--- config.mk ---
export PLATFORM = sky130hd
export DESIGN_NAME = output_ram_writer
export DESIGN_NICKNAME = d
export VERILOG_FILES = /design/src/rtl/output_ram_writer.sv
export SDC_FILE = /design/constraint.sdc
export NUM_CORES = 1
export LEC_CHECK = 0
export CORE_MARGIN = 2
export CORE_UTILIZATION = 45
export DETAILED_ROUTE_END_ITERATION = 16
export GPL_TIMING_DRIVEN = 0
export PLACE_DENSITY = 0.75
export SLEW_MARGIN = 20
export SYNTH_ARGS = -nofsm -noshare
export SYNTH_HDL_FRONTEND = slang
export SYNTH_SLANG_ARGS = --single-unit
--- constraint.sdc ---
create_clock -name clock -period 2.15 [get_ports clock]
set_clock_uncertainty 0.1 [all_clocks]
set_input_delay 0.645 -clock clock [delete_from_list [all_inputs] [get_ports clock]]
set_output_delay 0.645 -clock clock [all_outputs]
set_load 0.02 [all_outputs]
--- src/rtl/output_ram_writer.sv ---
// Write side of the frame-buffer path: takes a raster-order pixel stream over
// a valid/ready handshake and writes it into the output frame RAM. The
// column/row position is tracked here. The address map matches the
// coordinate-addressed input ROM reader, so a frame written here reads back
// at the same (col,row).
module output_ram_writer #(
  parameter int WIDTH_BITS  = 8,
  parameter int HEIGHT_BITS = 8,
  parameter int ADDR_WIDTH  = 16
) (
  input  logic                   clock,
  input  logic                   reset_n,
  input  logic                   iStart,
  input  logic                   iValid,
  input  logic [7:0]             iData,
  output logic                   oReady,
  output logic                   oWrEn,
  output logic [ADDR_WIDTH-1:0]  oWrAddress,
  output logic [7:0]             oWrData,
  output logic                   oBusy,
  output logic                   oDone,
  output logic [WIDTH_BITS-1:0]  oCol,
  output logic [HEIGHT_BITS-1:0] oRow
);

  localparam int FULL_BITS = WIDTH_BITS + HEIGHT_BITS;
  localparam logic [WIDTH_BITS-1:0]  COL_MAX = '1;
  localparam logic [HEIGHT_BITS-1:0] ROW_MAX = '1;

  typedef enum logic [1:0] {
    IDLE  = 2'd0,
    WRITE = 2'd1,
    FLUSH = 2'd2
  } state_t;

  state_t                  state_q, state_d;
  logic [WIDTH_BITS-1:0]   col_q, col_d;
  logic [HEIGHT_BITS-1:0]  row_q, row_d;
  logic                    wrEn_q, wrEn_d;
  logic [ADDR_WIDTH-1:0]   wrAddr_q, wrAddr_d;
  logic [7:0]              wrData_q, wrData_d;
  logic                    accept;
  logic [FULL_BITS-1:0]    fullAddr;

  // Row-major address: concatenating row above col is (row << WIDTH_BITS) + col
  assign fullAddr = {row_q, col_q};

  // Handshake and status flags depend on state only, so oReady never loops back to iValid
  assign accept = (state_q == WRITE) && iValid;
  assign oReady = (state_q == WRITE);
  assign oBusy  = (state_q != IDLE);
  // The FLUSH cycle is the one where the last pixel's write is on the port
  assign oDone  = (state_q == FLUSH);

  assign oWrEn      = wrEn_q;
  assign oWrAddress = wrAddr_q;
  assign oWrData    = wrData_q;
  assign oCol       = col_q;
  assign oRow       = row_q;

  // Next-state logic: frame sequencing, raster counters and the registered write request
  always_comb begin
    state_d  = state_q;
    col_d    = col_q;
    row_d    = row_q;
    wrEn_d   = 1'b0;
    wrAddr_d = wrAddr_q;
    wrData_d = wrData_q;
    case (state_q)
      IDLE: begin
        if (iStart) begin
          state_d = WRITE;
          col_d   = '0;
          row_d   = '0;
        end
      end
      WRITE: begin
        if (accept) begin
          wrEn_d   = 1'b1;
          wrAddr_d = ADDR_WIDTH'(fullAddr);
          wrData_d = iData;
          col_d    = col_q + WIDTH_BITS'(1);
          if (col_q == COL_MAX) begin
            row_d = row_q + HEIGHT_BITS'(1);
            if (row_q == ROW_MAX) begin
              state_d = FLUSH;
            end
          end
        end
      end
      FLUSH: begin
        state_d = IDLE;
      end
      default: begin
        state_d = IDLE;
      end
    endcase
  end

  // State and datapath registers; reset abandons any frame immediately
  always_ff @(posedge clock or negedge reset_n) begin
    if (!reset_n) begin
      state_q  <= IDLE;
      col_q    <= '0;
      row_q    <= '0;
      wrEn_q   <= 1'b0;
      wrAddr_q <= '0;
      wrData_q <= '0;
    end else begin
      state_q  <= state_d;
      col_q    <= col_d;
      row_q    <= row_d;
      wrEn_q   <= wrEn_d;
      wrAddr_q <= wrAddr_d;
      wrData_q <= wrData_d;
    end
  end

endmodule
## Yosys cells after proc, flatten, opt, wreduce, memory -nomap -nowiden

Index checks and enable logic that the tools add are counted.

| operators by class | value |
|---|---|
| add/sub/neg operators | 2 |
| equality and inequality tests | 8 |
| multiplexer cells | 13 |
| reductions and logical operators | 8 |

Operator list:

| operator | count |
|---|---|
| 8-bit two-way mux | 4 |
| 8-bit one-hot mux with 2 select lines | 2 |
| 8-bit by 1-bit adder with 8-bit output (second input constant) | 2 |
| 8-bit == test (second input constant) | 2 |
| 2-bit two-way mux | 4 |
| 4-bit AND reduction | 2 |
| 2-bit by 1-bit != test with 1-bit output (second input constant) | 3 |
| 2-bit one-hot mux with 2 select lines | 1 |
| 2-bit nonzero test | 2 |
| 3-bit AND reduction | 1 |
| 2-bit by 1-bit == test with 1-bit output (second input constant) | 1 |
| 2-bit == test (second input constant) | 1 |
| 2-bit zero test | 1 |
| 1-bit two-way mux | 2 |
| 2-bit != test (second input constant) | 1 |
| 2-bit AND reduction | 1 |
| 1-bit logical AND | 1 |

| word-level totals | value |
|---|---|
| register bits | 43 |
| bits of input ports | 12 |
| output and inout bits | 44 |

## Depth between registers and ports, before layout

| depth | value |
|---|---|
| word-level depth | 5 |
| depth in mapped cells | 5 |

## Worst setup path after synthesis

OpenSTA, ideal clock, no wires.

| path | value |
|---|---|
| path type | reg-to-output |
| start | register state_q[1] |
| end | output port oDone |
| data arrival time | 0.973 ns |
| data required time | 1.405 ns |
| path slack | 0.432 ns |
| cell stages (with the launch flop) | 3 |
| cells stage by stage | dfrtp_1 clkbuf_1 nor2b_1 |

| on the way | value |
|---|---|
| longest elaborated chain between the ends | 1 |

Ends and longest elaborated chain:

| element | line | source |
|---|---|---|
| start: declaration | 36 | `state_t state_q, state_d;` |
| start signal: assignment | 110 | `state_q <= state_d;` |
| 2-bit == test | 53 | `assign oDone = (state_q == FLUSH);` |
| end: declaration | 21 | `output logic oDone,` |

No other way between the ends.

## Worst setup path after layout

| path | value |
|---|---|
| start | register row_q[5] (netlist: oRow[5]) |
| end | output port oRow[5] |

RTL lines:

| element | line | source |
|---|---|---|
| start: declaration | 38 | `logic [HEIGHT_BITS-1:0] row_q, row_d;` |
| start signal: assignment | 112 | `row_q <= row_d;` |
| end: declaration | 23 | `output logic [HEIGHT_BITS-1:0] oRow` |

No word-level cell between the ends.

==> impl_metrics.env <==
export IMPL_crit_cells=1
export IMPL_synth_top_area_share=0.565
export IMPL_grt_setup_unrepaired="false"
export IMPL_clockRootBuffer="clkbuf_8"
export IMPL_grt_start_max_net_pins=27
export IMPL_tritoncts="done"
export IMPL_period_needed_ps=2100
export IMPL_via_per_inst=5.12
export IMPL_fmax_mhz=475
export IMPL_clk_latency_ps=290
export IMPL_avgRoutedWirePerCell_um=13.1
export IMPL_final_core_util=0.662
export IMPL_syn_inst=210
export IMPL_cts_sinks=43
export IMPL_slowest_stage="clkdlybuf4s50_1"
export IMPL_path_delay_family="buffers and inverters"
export IMPL_pwr_density_cell_nw_per_um2=923
export IMPL_fp_row_count=23
export IMPL_synth_edf_count=0
export IMPL_die_area_sq_um=4770
export IMPL_yosys_warnings=0
export IMPL_wl_met2_um=1900
export IMPL_nets=287
export IMPL_outcome="finished clean"
export IMPL_drt_pre_antenna_iters=4
export IMPL_crit_path_end_kind="primary output"
export IMPL_first_global_vias=1519
export IMPL_syn_area_sq_um=1900
export IMPL_whs_ps=180
export IMPL_crit_path_max_fanout=4
export IMPL_slew_violations=0
export IMPL_port_buffers=55
export IMPL_finalNonFillerCells=324
export IMPL_syn_avg_cell_area_sq_um=9.06
export IMPL_critPathRequiredTime_ps=1400
export IMPL_place_congestion=0.811
export IMPL_max_slew_margin=0.721
export IMPL_h_tree_depth=2
export IMPL_vias=1658
export IMPL_route_met3_wl_um=276
export IMPL_synthArstFlopShare=1.00
export IMPL_drv_cap=0
export IMPL_drt_met1_wl_um=1990
export IMPL_synth_commonest_cells="nand2_1, dfrtp_1, nor2_1"
export IMPL_die_x_um=69.0
export IMPL_fin_crit_sh=0.979
export IMPL_n_antenna_cell=0
export IMPL_dieHeight_um=69.0
export IMPL_r2r_cells=5
export IMPL_hpwl_um=3020
export IMPL_dp_cells=316
export IMPL_start_util=0.472
export IMPL_route_detailed_drc=0
export IMPL_clk_pin_slew_ps=80
export IMPL_synth_seq_cells=43
export IMPL_area_growth_pct=40.2
export IMPL_ant_nets=0
export IMPL_synth_area_leaders="dfrtp_1, nand2_1, nor2_1, xnor2_1, nand3_1"
export IMPL_hold_viol=0
export IMPL_grt_ovfl_total=0
export IMPL_fillers=348
export IMPL_worst_setup_path_type="register to primary output"
export IMPL_antenna_found_initial=0
export IMPL_crit_buf_inv=1
export IMPL_worst_ep_arrival_time_ps=1360
export IMPL_worst_slack_ps=45.6
export IMPL_clockBufferDepth=2
export IMPL_crit_path_start_kind="register"
export IMPL_syn_num_nets=224
export IMPL_synth_top_area_cell="dfrtp_1"
export IMPL_ios=56
export IMPL_post_place_ws_ps=-180
export IMPL_grt_pass1_wl_um=7290
export IMPL_synthMostInstantiatedCell="nand2_1"
export IMPL_ys_seq_area_frac=0.565
export IMPL_multi_input_area_sq_um=788
export IMPL_synth_flop_cell="dfrtp_1"
export IMPL_ir_worst_vdd_mv=0.570
export IMPL_synth_distinct_cells=32
export IMPL_wl_um=4230
export IMPL_hp_class="primary input to asynchronous set/reset pin"
export IMPL_core_area_sq_um=4030
export IMPL_cpPeakStageDelay_ps=650
export IMPL_register_area_sq_um=1080
export IMPL_drtIter0Drc=117
export IMPL_drive_gt1_frac=0.0839
export IMPL_grt_total_usage=0.188
export IMPL_setup_viol=0
export IMPL_highest_layer="met4"
export IMPL_power_leakage_uw=0.00131
export IMPL_worst_pin_slew_ps=410
export IMPL_crit_chain="clkdlybuf4s50_1"
export IMPL_cts_inserted_buffers=5
-- path summary, 6_finish.rpt --
path | end | start | slack, ps
max | oRow[5] | oRow[5] | 50
min | oCol[7] | reset_n | 180
max reg2reg | oRow[7] | oCol[0] | 370
min reg2reg | oWrAddress[11] | oWrAddress[11] | 370
max in group asynchronous | oWrData[4] | reset_n | 1300
min in group clock | oWrAddress[11] | oWrAddress[11] | 370
-- logic make-up (layout without fill, tap and decap cells) --
logic type      count (synthesis)  count (layout)  share of synthesized area
mux                             2               2                     0.0131
simple gates                  132             132                      0.305
fa+ha+maj                       2               2                     0.0131
buf+inv                        10              74                     0.0204
compound gates                 15              15                     0.0552
flops                          43              43                      0.565
xor+xnor                        6               6                     0.0276
-- through the flow --
step                total power (uW)  instance area, sq um  TNS (ps)
floorplan                       1410                  1900         0
global placement                1760                  2520    -35710
detailed placement              1770                  2530     -3520
CTS                             2480                  2650         0
global route                    2590                  2670         0
finish                          2460                  2670         0
-- cell usage in the layout, fill, tap and decap left out, types with 2 or more instances in the layout --
master,n
nand2_1,84
dfrtp_1,42
clkdlybuf4s50_1,37
nor2_1,14
dlygate4sd2_1,11
nand3_1,7
nor3_1,6
xnor2_1,5
clkbuf_8,5
nand4_1,4
nor4_1,4
dlymetal6s2s_1,4
buf_2,3
and3_1,3
a31oi_1,3
nor2b_1,2
clkbuf_4,2
or2_2,2
nand3b_1,2
buf_1,2
clkbuf_2,2
a21oi_1,2
and4_1,2
o211ai_1,2
a32oi_1,2
inv_1,2
o21ai_0,2
a22o_1,2
ha_1,2
bufinv_16,2
-- report_power, final --
part	total [uW]	leakage (uW)	switching (uW)	internal, uW
Clock	734	0.0000654	269	464
Sequential	1080	0.000525	144	935
Combinational	650	0.000720	345	306
Total	2460	0.00131	758	1700
-- state kept, by name (all words and copies together) (netlist names) --
name        cells
oWrEn           1
oCol            8
oWrAddress     16
oWrData         8
state_q         2
oRow            8
-- routing by layer --
layer,up-vias,global-route usage
li1,825,-
met1,769,0.267
met2,58,0.285
met3,6,0.0468
met4,0,0.0610
met5,-,0
-- final cells by class --
type,count,share of cell area
sequential,43,0.404
timing repair buffer,56,0.209
clock buffer,6,0.0272
multi-input combinational,157,0.295
clock inverter,2,0.0225
buffer,7,0.0141
inverter,3,0.00422
tap,50,0.0235
-- repair_timing --
item / in CTS / in global routing
setup buffers: 0 / 0
setup endpoints to repair: 13 / 13
hold buffers: 0 / 0
gates resized for setup: 22 / 8
Power figures use the tool's default switching activity.
